File: src/rtl/fpu_pkg.sv
`default_nettype none
// ============================================================================
// Module   : fpu_pkg
// Brief    : Shared FPU types, flag indices and format helper functions.
// Revision : 1.0
// ============================================================================
package fpu_pkg;

    typedef enum logic [2:0] {
        ST_IDLE   = 3'd0,
        ST_UNPACK = 3'd1,
        ST_DIV    = 3'd2,
        ST_NORM   = 3'd3,
        ST_ROUND  = 3'd4,
        ST_DONE   = 3'd5
    } state_e;

    typedef enum logic [2:0] {
        CLS_ZERO = 3'd0,
        CLS_NORM = 3'd1,
        CLS_INF  = 3'd2,
        CLS_QNAN = 3'd3,
        CLS_SNAN = 3'd4
    } cls_e;

    // Bit positions within the 5-bit flags word {NV, DZ, OF, UF, NX}
    localparam int FLG_NX = 0;
    localparam int FLG_UF = 1;
    localparam int FLG_OF = 2;
    localparam int FLG_DZ = 3;
    localparam int FLG_NV = 4;

    function automatic logic [63:0] canon_nan(input int exp_w, input int man_w);
        return (((64'd1 << exp_w) - 64'd1) << man_w) | (64'd1 << (man_w - 1));
    endfunction

    function automatic int exp_bias(input int exp_w);
        return (1 << (exp_w - 1)) - 1;
    endfunction

endpackage
`default_nettype wire

File: src/rtl/fpu_fdiv_ieee_if.sv
`default_nettype none
// ============================================================================
// Module   : fpu_fdiv_ieee_if
// Brief    : Operand/result valid-ready bundle for the FPU divider.
// Revision : 1.0
// ============================================================================
interface fpu_fdiv_ieee_if #(
    parameter int EXP_W = 8,
    parameter int MAN_W = 23
);
    localparam int W = 1 + EXP_W + MAN_W;

    logic         in_valid;
    logic         in_ready;
    logic [W-1:0] a;
    logic [W-1:0] b;
    logic         out_valid;
    logic         out_ready;
    logic [W-1:0] q;
    logic [4:0]   flags;

    modport master (
        output in_valid, a, b, out_ready,
        input  in_ready, out_valid, q, flags
    );

    modport slave (
        input  in_valid, a, b, out_ready,
        output in_ready, out_valid, q, flags
    );
endinterface
`default_nettype wire

File: src/rtl/fpu_classify.sv
`default_nettype none
// ============================================================================
// Module   : fpu_classify
// Brief    : Combinational IEEE-754 operand classifier; subnormals read as zero.
// Revision : 1.0
// ============================================================================
module fpu_classify
    import fpu_pkg::*;
#(
    parameter int EXP_W = 8,
    parameter int MAN_W = 23
) (
    input  logic [EXP_W-1:0] exp_i,
    input  logic [MAN_W-1:0] man_i,
    output cls_e             cls_o
);
    always_comb begin
        cls_o = CLS_NORM;
        if (exp_i == '0) begin
            cls_o = CLS_ZERO;
        end else if (&exp_i) begin
            if (man_i == '0)             cls_o = CLS_INF;
            else if (man_i[MAN_W-1])     cls_o = CLS_QNAN;
            else                         cls_o = CLS_SNAN;
        end
    end
endmodule
`default_nettype wire

File: src/rtl/fpu_fdiv_ieee.sv
`default_nettype none
// ============================================================================
// Module   : fpu_fdiv_ieee
// Brief    : Iterative radix-2 IEEE-754 divider, RNE rounding, DAZ/FTZ, flags.
// Revision : 1.0
// ============================================================================
module fpu_fdiv_ieee
    import fpu_pkg::*;
#(
    parameter int EXP_W = 8,
    parameter int MAN_W = 23
) (
    input  logic          clk,
    input  logic          rst_n,
    fpu_fdiv_ieee_if.slave bus
);
    localparam int W  = 1 + EXP_W + MAN_W;
    localparam int N  = MAN_W + 3;
    localparam int EW = EXP_W + 2;
    localparam int CW = $clog2(N + 1);

    localparam logic [W-1:0]         C_QNAN = W'(canon_nan(EXP_W, MAN_W));
    localparam logic signed [EW-1:0] C_BIAS = EW'(exp_bias(EXP_W));
    localparam logic signed [EW-1:0] C_EMAX = EW'((1 << EXP_W) - 1);
    localparam logic [CW-1:0]        C_LAST = CW'(N - 1);

    state_e                 state_q;
    logic                   in_ready_q, out_valid_q, sign_q, grd_q, stk_q;
    logic [W-2:0]           a_q, b_q;
    logic [W-1:0]           q_q;
    logic [4:0]             flags_q;
    logic [MAN_W+1:0]       rem_q;
    logic [MAN_W:0]         div_q, sig_q;
    logic [MAN_W+2:0]       quo_q;
    logic [CW-1:0]          cnt_q;
    logic signed [EW-1:0]   exp_q;

    cls_e w_ca, w_cb;

    fpu_classify #(.EXP_W(EXP_W), .MAN_W(MAN_W)) u_cls_a (
        .exp_i (a_q[W-2 -: EXP_W]),
        .man_i (a_q[MAN_W-1:0]),
        .cls_o (w_ca)
    );

    fpu_classify #(.EXP_W(EXP_W), .MAN_W(MAN_W)) u_cls_b (
        .exp_i (b_q[W-2 -: EXP_W]),
        .man_i (b_q[MAN_W-1:0]),
        .cls_o (w_cb)
    );

    logic         w_spec;
    logic [W-1:0] w_spec_q, w_inf, w_zero;
    logic [4:0]   w_spec_f;

    always_comb begin
        w_inf    = {sign_q, {EXP_W{1'b1}}, {MAN_W{1'b0}}};
        w_zero   = {sign_q, {(W-1){1'b0}}};
        w_spec   = 1'b1;
        w_spec_q = '0;
        w_spec_f = '0;
        if (w_ca == CLS_QNAN || w_ca == CLS_SNAN || w_cb == CLS_QNAN || w_cb == CLS_SNAN) begin
            w_spec_q         = C_QNAN;
            w_spec_f[FLG_NV] = (w_ca == CLS_SNAN) || (w_cb == CLS_SNAN);
        end else if ((w_ca == CLS_ZERO && w_cb == CLS_ZERO) || (w_ca == CLS_INF && w_cb == CLS_INF)) begin
            w_spec_q         = C_QNAN;
            w_spec_f[FLG_NV] = 1'b1;
        end else if (w_ca == CLS_INF) begin
            w_spec_q = w_inf;
        end else if (w_cb == CLS_ZERO) begin
            w_spec_q         = w_inf;
            w_spec_f[FLG_DZ] = 1'b1;
        end else if (w_ca == CLS_ZERO || w_cb == CLS_INF) begin
            w_spec_q = w_zero;
        end else begin
            w_spec = 1'b0;
        end
    end

    // Restoring step: rem < 2*div always holds, so the difference fits MAN_W+1 bits
    logic                   w_ge;
    logic [MAN_W:0]         w_sub;
    logic [MAN_W+1:0]       w_rem_nx;

    always_comb begin
        w_ge     = rem_q >= {1'b0, div_q};
        w_sub    = rem_q[MAN_W:0] - div_q;
        w_rem_nx = w_ge ? {w_sub, 1'b0} : {rem_q[MAN_W:0], 1'b0};
    end

    logic                   w_inc;
    logic [MAN_W+1:0]       w_sum;
    logic [MAN_W-1:0]       w_frac;
    logic signed [EW-1:0]   w_exp_r;
    logic [W-1:0]           w_rnd_q;
    logic [4:0]             w_rnd_f;

    always_comb begin
        w_inc   = grd_q & (stk_q | sig_q[0]);
        w_sum   = {1'b0, sig_q} + {{(MAN_W+1){1'b0}}, w_inc};
        w_frac  = w_sum[MAN_W+1] ? w_sum[MAN_W:1] : w_sum[MAN_W-1:0];
        w_exp_r = exp_q + {{(EW-1){1'b0}}, w_sum[MAN_W+1]};
        w_rnd_q = {sign_q, w_exp_r[EXP_W-1:0], w_frac};
        w_rnd_f = '0;
        w_rnd_f[FLG_NX] = grd_q | stk_q;
        if (w_exp_r >= C_EMAX) begin
            w_rnd_q         = {sign_q, {EXP_W{1'b1}}, {MAN_W{1'b0}}};
            w_rnd_f[FLG_OF] = 1'b1;
            w_rnd_f[FLG_NX] = 1'b1;
        end else if (w_exp_r[EW-1] || w_exp_r == '0) begin
            w_rnd_q         = {sign_q, {(W-1){1'b0}}};
            w_rnd_f[FLG_UF] = 1'b1;
            w_rnd_f[FLG_NX] = 1'b1;
        end
    end

    always_ff @(posedge clk or negedge rst_n) begin
        if (!rst_n) begin
            state_q     <= ST_IDLE;
            in_ready_q  <= 1'b1;
            out_valid_q <= 1'b0;
            q_q         <= '0;
            flags_q     <= '0;
            a_q         <= '0;
            b_q         <= '0;
            sign_q      <= 1'b0;
            rem_q       <= '0;
            div_q       <= '0;
            quo_q       <= '0;
            cnt_q       <= '0;
            exp_q       <= '0;
            sig_q       <= '0;
            grd_q       <= 1'b0;
            stk_q       <= 1'b0;
        end else begin
            case (state_q)
                ST_IDLE: if (bus.in_valid) begin
                    a_q        <= bus.a[W-2:0];
                    b_q        <= bus.b[W-2:0];
                    sign_q     <= bus.a[W-1] ^ bus.b[W-1];
                    in_ready_q <= 1'b0;
                    state_q    <= ST_UNPACK;
                end
                ST_UNPACK: if (w_spec) begin
                    q_q     <= w_spec_q;
                    flags_q <= w_spec_f;
                    state_q <= ST_DONE;
                end else begin
                    rem_q   <= {2'b01, a_q[MAN_W-1:0]};
                    div_q   <= {1'b1, b_q[MAN_W-1:0]};
                    exp_q   <= $signed({2'b00, a_q[W-2 -: EXP_W]}) - $signed({2'b00, b_q[W-2 -: EXP_W]}) + C_BIAS;
                    quo_q   <= '0;
                    cnt_q   <= '0;
                    state_q <= ST_DIV;
                end
                ST_DIV: begin
                    rem_q <= w_rem_nx;
                    quo_q <= {quo_q[MAN_W+1:0], w_ge};
                    cnt_q <= cnt_q + CW'(1);
                    if (cnt_q == C_LAST) state_q <= ST_NORM;
                end
                ST_NORM: begin
                    if (quo_q[MAN_W+2]) begin
                        sig_q <= quo_q[MAN_W+2:2];
                        grd_q <= quo_q[1];
                        stk_q <= quo_q[0] | (|rem_q);
                    end else begin
                        sig_q <= quo_q[MAN_W+1:1];
                        grd_q <= quo_q[0];
                        stk_q <= |rem_q;
                        exp_q <= exp_q - EW'(1);
                    end
                    state_q <= ST_ROUND;
                end
                ST_ROUND: begin
                    q_q         <= w_rnd_q;
                    flags_q     <= w_rnd_f;
                    out_valid_q <= 1'b1;
                    state_q     <= ST_DONE;
                end
                ST_DONE: begin
                    // Special results arrive without out_valid and publish on the next cycle
                    if (!out_valid_q) begin
                        out_valid_q <= 1'b1;
                    end else if (bus.out_ready) begin
                        out_valid_q <= 1'b0;
                        in_ready_q  <= 1'b1;
                        state_q     <= ST_IDLE;
                    end
                end
                default: state_q <= ST_IDLE;
            endcase
        end
    end

    assign bus.in_ready  = in_ready_q;
    assign bus.out_valid = out_valid_q;
    assign bus.q         = q_q;
    assign bus.flags     = flags_q;

endmodule
`default_nettype wire

File: src/flat_wrapper.sv
// flat-port wrapper written by rule: the top's interface ports become plain ports
module fpu_fdiv_ieee_flat import fpu_pkg::*;
#(
    parameter int EXP_W = 8,
    parameter int MAN_W = 23
)
  (clk, rst_n, bus_in_valid, bus_a, bus_b, bus_out_ready, bus_in_ready, bus_out_valid, bus_q, bus_flags);
  fpu_fdiv_ieee_if #(.EXP_W(EXP_W), .MAN_W(MAN_W)) bus_i ();
  input  logic clk;
  input  logic rst_n;
  input wire logic [$bits(bus_i.in_valid)-1:0] bus_in_valid;
  input wire logic [$bits(bus_i.a)-1:0] bus_a;
  input wire logic [$bits(bus_i.b)-1:0] bus_b;
  input wire logic [$bits(bus_i.out_ready)-1:0] bus_out_ready;
  output wire logic [$bits(bus_i.in_ready)-1:0] bus_in_ready;
  output wire logic [$bits(bus_i.out_valid)-1:0] bus_out_valid;
  output wire logic [$bits(bus_i.q)-1:0] bus_q;
  output wire logic [$bits(bus_i.flags)-1:0] bus_flags;
  assign bus_i.in_valid = bus_in_valid;
  assign bus_i.a = bus_a;
  assign bus_i.b = bus_b;
  assign bus_i.out_ready = bus_out_ready;
  assign bus_in_ready = bus_i.in_ready;
  assign bus_out_valid = bus_i.out_valid;
  assign bus_q = bus_i.q;
  assign bus_flags = bus_i.flags;
  fpu_fdiv_ieee #(.EXP_W(EXP_W), .MAN_W(MAN_W)) u_core (.clk(clk), .rst_n(rst_n), .bus(bus_i));
endmodule
File: config.mk
export PLATFORM = sky130hd
export DESIGN_NAME = fpu_fdiv_ieee_flat
export DESIGN_NICKNAME = d
export VERILOG_FILES = /design/src/rtl/fpu_pkg.sv /design/src/rtl/fpu_fdiv_ieee_if.sv /design/src/rtl/fpu_classify.sv /design/src/rtl/fpu_fdiv_ieee.sv /design/src/flat_wrapper.sv
export SDC_FILE = /design/constraint.sdc
export NUM_CORES = 1
export LEC_CHECK = 0
export ABC_AREA = 1
export CAP_MARGIN = 10
export CORE_MARGIN = 1
export CORE_UTILIZATION = 35
export CTS_CLUSTER_SIZE = 8
export DETAILED_ROUTE_END_ITERATION = 10
export PLACE_DENSITY = 0.5
export RECOVER_POWER = 100
export SYNTH_ARGS = -nofsm -noshare
export SYNTH_HDL_FRONTEND = slang
export SYNTH_HIERARCHICAL = 1
export SYNTH_SLANG_ARGS = --single-unit
File: constraint.sdc
create_clock -name clk -period 4 [get_ports clk]
set_input_delay 0.4 -clock clk [delete_from_list [all_inputs] [get_ports clk]]
set_output_delay 0.4 -clock clk [all_outputs]
set_load 0.005 [all_outputs]
Word level (Yosys, flattened, before mapping)
Cells that the tools add are included.
{ "word_totals": {"regBits": 221, "output_inout_bits": 39, "wordCells": 143} }
{ "op_classes": {"add_sub_neg": 7, "n_lt_le_gt_ge": 2, "n_eq_ne": 19, "mux": 61, "n_bitwise": 6, "reduce_logical": 32} }
{ "ops": {"columns": ["operator", "count"], "rows": [
  ["$mux 32", 6],
  ["$pmux 32 s2", 1],
  ["$mux 31", 2],
  ["$pmux 26 s2", 1],
  ["$mux 25", 2],
  ["$pmux 25 s2", 1],
  ["$logic_not 23->1", 2],
  ["$mux 3", 13],
  ["$mux 26", 1],
  ["$add 24x1->25", 1],
  ["$ge 25x24->1", 1],
  ["$reduce_or 25->1", 1],
  ["$mux 24", 1],
  ["$sub 24x24->24", 1],
  ["$mux 23", 1],
  ["$mux 1", 21],
  ["$mux 10", 2],
  ["$pmux 10 s2", 1],
  ["$pmux 5 s2", 2],
  ["$eq 3x2->1 const B", 6],
  ["$pmux 3 s6", 1],
  ["$logic_not 8->1", 2],
  ["$reduce_and 8->1", 2],
  ["$eq 3x3->1 const B", 4],
  ["other kinds (25)", 51]
]} }

Longest topological paths before layout
{ "depth": {"word_depth": 13, "ltp_mapped": 24} }

By module
The synthesis kept the hierarchy.
{ "by_module_without_submodules": {"columns": ["module", "instances", "cells_each", "area_each_um2", "seq_area_each_um2"], "rows": [
  ["fpu_fdiv_ieee", 1, 1769, 13217.7, 5531.6],
  ["fpu_classify", 2, 40, 166.4, 0.0]
]} }

Worst setup path after synthesis
Ideal clock, no wire load.
{ "synth_path": {"kind": "register to register", "startpoint": "register u_core.sig_q[0]", "endpoint": "register u_core.q_q[8] (netlist: u_core/bus.q[8])", "setup_ns": 0.117, "arrival_time_ns": 3.046, "required_ns": 3.883, "slack_ns": 0.837, "path_stages_with_launch": 22, "path_buffers": 1, "synth_period_minus_slack_ns": 3.163, "cell_sequence": "dfrtp_1 > nand2_1 > inv_1 > ha_1 > nand3_2 > nor3_4 > nand4_1 > nor2_1 > nand3_1 > nor4_1 > ha_1 > ha_1 > or2_2 > nor2_1 > nand3_1 > nor2_1 > nand3_1 > nand2_4 > buf_6 > nor2_1 > nand3_1 > nand2_1"} }
{ "synth_via": {"elab_chain_cells": 9} }
{ "synth_rtl": {"columns": ["item", "line_no", "rtl"], "rows": [
  ["from (decl)", "fpu_fdiv_ieee.sv:33", "logic [MAN_W:0] div_q, sig_q;"],
  ["from (signal assigned)", "fpu_fdiv_ieee.sv:164", "sig_q <= quo_q[MAN_W+2:2];"],
  ["from (signal assigned)", "fpu_fdiv_ieee.sv:168", "sig_q <= quo_q[MAN_W+1:1];"],
  ["$or 1x1->1", "fpu_fdiv_ieee.sv:99", "w_inc = grd_q & (stk_q | sig_q[0]);"],
  ["$and 1x1->1", "fpu_fdiv_ieee.sv:99", null],
  ["$add 24x1->25 (*)", "fpu_fdiv_ieee.sv:100", "w_sum = {1'b0, sig_q} + {{(MAN_W+1){1'b0}}, w_inc};"],
  ["parallel branches: the longest is 4 deep, another holds $add 10x1->10", null, null],
  ["$mux 31 (*)", "fpu_fdiv_ieee.sv:106", "if (w_exp_r >= C_EMAX) begin"],
  ["$pmux 32 s2 (*)", "fpu_fdiv_ieee.sv:136", "case (state_q)"],
  ["to (signal assigned)", "fpu_fdiv_ieee.sv:145", "q_q <= w_spec_q;"],
  ["to (signal assigned)", "fpu_fdiv_ieee.sv:176", "q_q <= w_rnd_q;"],
  ["to (decl)", "fpu_fdiv_ieee.sv:30", "logic [W-1:0] q_q;"]
]} }
Mark *: on every way between the ends.
A chain may end at the register's enable or synchronous reset.

Worst setup path in the final report
{ "layout_path": {"startpoint": "register u_core.sig_q[0]", "endpoint": "register u_core.q_q[29] (netlist: u_core/bus.q[29])"} }
{ "layout_via": {"elab_chain_cells": 9} }
{ "layout_rtl": {"columns": ["item", "line_no", "rtl"], "rows": [
  ["$or 1x1->1", "fpu_fdiv_ieee.sv:99", null],
  ["$and 1x1->1", "fpu_fdiv_ieee.sv:99", null],
  ["$add 24x1->25 (*)", "fpu_fdiv_ieee.sv:100", null],
  ["$add 10x1->10 (*)", "fpu_fdiv_ieee.sv:102", "w_exp_r = exp_q + {{(EW-1){1'b0}}, w_sum[MAN_W+1]};"],
  ["parallel branches: the longest is 3 deep, another holds $ge 10x9->1", null, null],
  ["$mux 31 (*)", "fpu_fdiv_ieee.sv:106", null],
  ["$pmux 32 s2 (*)", "fpu_fdiv_ieee.sv:136", null]
]} }
Marks and branches as above.

==> run_results.csv <==
group,metric,value,unit
synth,synth_area,0.0136,sq mm
floorplan,io_pins,107,
worst_setup_path,reg2reg_from,"u_core/sig_q[0]",
routing,dr_total_vias,12164,
power_and_ir_drop,p_sw,0.00623,W
synth,yosys_most_used_dff,"dfrtp_1",
synth,yosys-top-cells-count,"nand2_1 (536), inv_1 (263), dfrtp_1 (220), nor2_1 (148), o21ai_0 (128)",
power_and_ir_drop,p_comb_frac,0.534,
synth,synth_top_area_share,0.406,
floorplan,dieArea,0.0395,sq mm
floorplan,core,0.0378,sq mm
grt,grt_max_degree,111,
power_and_ir_drop,power.internal,0.00718,W
synth,synthesis.nets,1958,
layout,stdcell_count,2475,
sta,tightest_slew,2890,ps
flow_run,drv_cap,3,
grt,grt.overflow.total,0,
clock_network,clk_latency,520,ps
routing,drtPass1Iterations,6,
worst_setup_path,critPathLaunch,"u_core/sig_q[0]",
floorplan,die_y,199,um
clock_network,numCtsBuffers,34,
placement,place_area,0.0152,sq mm
sta,timing.fmax,279,MHz
worst_setup_path,arrival,3980,ps
synth,synth_largest_area_cell,"dfrtp_1",
placement,io_buffer_count,106,
synth,ys_types,52,
synth,synth_edf_count,0,
grt,grtUsageTotal,0.209,
layout,antenna_cells,0,
worst_setup_path,cp-end-kind,"flip-flop",
clock_network,cts_max_path_buffers,3,
sta,hold_viol,0,
sta,min_period,3580,ps
layout,nNetsFinal,2067,
synth,ys_warn_count,6,
synth,yosysSeqAreaShare,0.408,
sta,slew_headroom,-0.925,
floorplan,rows,71,
worst_setup_path,critical_path_class,"flip-flop to flip-flop",
power_and_ir_drop,seqPwrFrac,0.274,
worst_hold_path,min-delay-start,"bus_b[20]",
sta,timing.final.crit_share,0.895,
routing,drtAntennaViolNets,0,
sta,layout_setup_ws,421,ps
placement,placed_cells,2429,
layout,drive_gt1_frac,0.0820,
placement,pre_cts_ws,238,ps
sta,setup_violations,0,
synth,syn_inst,1849,
grt,antenna_found_initial,0,
clock_network,clockRootBuffer,"clkbuf_16",
routing,drt_iter0_drc,646,
layout,final_core_util,0.426,
placement,dp_hpwl,29900,um
layout,syn_to_final_growth,18.9,%
power_and_ir_drop,power.density,832,mW/mm^2
power_and_ir_drop,total_power,0.0134,W
layout,fillers,3990,
clock_network,cts_tree,"yes",
worst_hold_path,hold_class,"primary input to flip-flop",
power_and_ir_drop,power_leakage,7.69,nW
routing,viasPerCell,4.91,
worst_setup_path,cp_max_fo,7,
power_and_ir_drop,max-vdd-ir-drop,0.000363,V
routing,wl_per_cell,16.1,um
power_and_ir_drop,clock_power_share,0.191,
synth,syn_avg_cell_area,7.33,sq um
synth,ys_top_cells_by_area,"dfrtp_1 (41%), nand2_1 (15%), inv_1 (7.3%)",
worst_setup_path,cp-start-kind,"flip-flop",
run_status,status,"finished with violations",
clock_network,cts.sinks,221,
layout,multiInputGateArea,0.00669,sq mm
placement,gp_congestion,0.914,
layout,final_area,0.0161,sq mm
floorplan,die_width,199,um
clock_network,htreeDepth,2,
synth,yosysMostFrequentCell,"nand2_1",
grt,grt_first_pass_wirelength,64600,um
routing,drc,0,
sta,finClkSkew,24.7,ps
layout,seq_area,0.00553,sq mm
run_status,violations,"max-capacitance violations, max-slew violations",
synth,ys_ff_latch,221,
synth,synth-async-reset-ratio,1.00,
power_and_ir_drop,switching_share,0.464,
routing,wl,39800,um
grt,first_global_vias,11937,
floorplan,start_util,0.358,
sta,final_max_slew_viol_count,138,
clock_network,path_clk_slew,50,ps
worst_setup_path,required,4400,ps
## path summary, 6_finish.rpt
check / endpoint / slack [ps] / cells past startpoint
worst max-delay path: u_core/bus.q[29] / 420 / 23
worst min-delay path: u_core/b_q[20] / 460 / 3
worst max register to register: u_core/bus.q[29] / 420 / 23
worst min register to register: u_core/div_q[23] / 460 / 2
max in group asynchronous: u_core/b_q[28] / 930 / 2
min in group asynchronous: u_core/quo_q[8] / 1280 / 2
## power groups by stage
stage | Clock, W | Sequential, W | Combinational, W
after floorplan | 0 | 0.00349 | 0.00540
after global placement | 0 | 0.00370 | 0.00715
after detailed placement | 0 | 0.00372 | 0.00719
after CTS | 0.00266 | 0.00369 | 0.00723
after global routing | 0.00274 | 0.00380 | 0.00818
final | 0.00257 | 0.00368 | 0.00716
## cell usage in the layout, fill, tap and decap left out, types with 7 or more instances in the layout
| cell type | synthesis | final |
|---|---|---|
| nor2_1 | 148 | 145 |
| dfrtp_1 | 220 | 220 |
| o21ai_1 | 21 | 18 |
| or2_2 | 12 | 12 |
| ha_1 | 39 | 37 |
| dlygate4sd3_1 | 0 | 40 |
| xor2_1 | 23 | 23 |
| nand3b_1 | 8 | 8 |
| inv_2 | 19 | 16 |
| nor3_1 | 22 | 23 |
| o22ai_1 | 40 | 40 |
| nand2_1 | 536 | 537 |
| nand4_1 | 27 | 27 |
| o21bai_1 | 7 | 7 |
| clkbuf_16 | 0 | 35 |
| a21oi_1 | 48 | 49 |
| nor2_2 | 8 | 11 |
| o21ai_0 | 128 | 131 |
| xnor2_1 | 10 | 10 |
| nand3_1 | 96 | 95 |
| clkdlybuf4s50_1 | 0 | 66 |
| inv_1 | 263 | 265 |
| o31ai_1 | 9 | 9 |
| o211ai_1 | 18 | 18 |
| mux2_2 | 30 | 30 |
| buf_4 | 3 | 14 |
| or2_0 | 10 | 10 |
## sequential cells by signal (all words and copies together) (netlist names)
| register | count |
|---|---|
| u_core/bus.out_valid | 1 |
| u_core/rem_q | 25 |
| u_core/grd_q | 1 |
| u_core/stk_q | 1 |
| u_core/quo_q | 26 |
| u_core/bus.flags | 5 |
| u_core/b_q | 31 |
| u_core/sig_q | 24 |
| u_core/state_q | 3 |
| u_core/bus.q | 32 |
| u_core/cnt_q | 5 |
| u_core/a_q | 31 |
| u_core/div_q | 24 |
| u_core/sign_q | 1 |
| u_core/exp_q | 10 |
| u_core/bus.in_ready | 1 |
## critical path, stage by stage (launching register included)
cell     delay, ps
dfrtp_1        360
nand2_1        120
inv_2          110
ha_4           160
nand3_2        120
nor3_4         170
nand4_1        170
nor2_1         160
nand3_1        120
nor4_2         160
buf_4          170
ha_1           170
ha_2           290
or2_2          280
nor2_1         110
nand3_1         90
nor2_2         100
nand3_2        130
nand2_4        160
nor2_4          80
nand2_1         80
nand2_1         50
nand2_1         70
nand2_1         50
## kinds of logic (layout without fill, tap and decap cells)
logic type      count (synthesis)  after routing  share of synthesized area
compound gates                283            283                      0.118
xor+xnor                       34             34                     0.0234
fa+ha+maj                      41             41                     0.0390
buf+inv                       342            456                      0.100
flops                         221            221                      0.408
mux                            30             30                     0.0249
simple gates                  898            899                      0.286
## area by class of cell
type,count,area share
sequential,221,0.343
timing repair buffer,129,0.0778
tap,511,0.0397
inverter,285,0.0664
multi-input combinational,1287,0.416
clock inverter,3,0.00117
clock buffer,39,0.0559
## layer usage
metal / global-route usage / vias to the layer above / part of all wire
met5: 0 / - / 0
met4: 0.0766 / 0 / 0.031
met3: 0.0275 / 67 / 0.036
met2: 0.343 / 230 / 0.47
met1: 0.281 / 5714 / 0.47
li1: - / 6153 / -
## timing repair
action | in CTS | in global routing
hold buffers | 1 | 0
hold endpoints to repair | 8 | 0
buffers inserted | 0 | 2
resized for setup | 0 | 11
setup endpoints to repair | 0 | 33
## stage by stage
| step | TNS, ps | hold WS (ps) |
|---|---|---|
| floorplan | 0 | 104 |
| global placement | 0 | 445 |
| detailed placement | 0 | 444 |
| CTS | 0 | 438 |
| global route | -197 | 455 |
| finish | 0 | 458 |
Note: power is estimated with default switching activity, not from simulation.
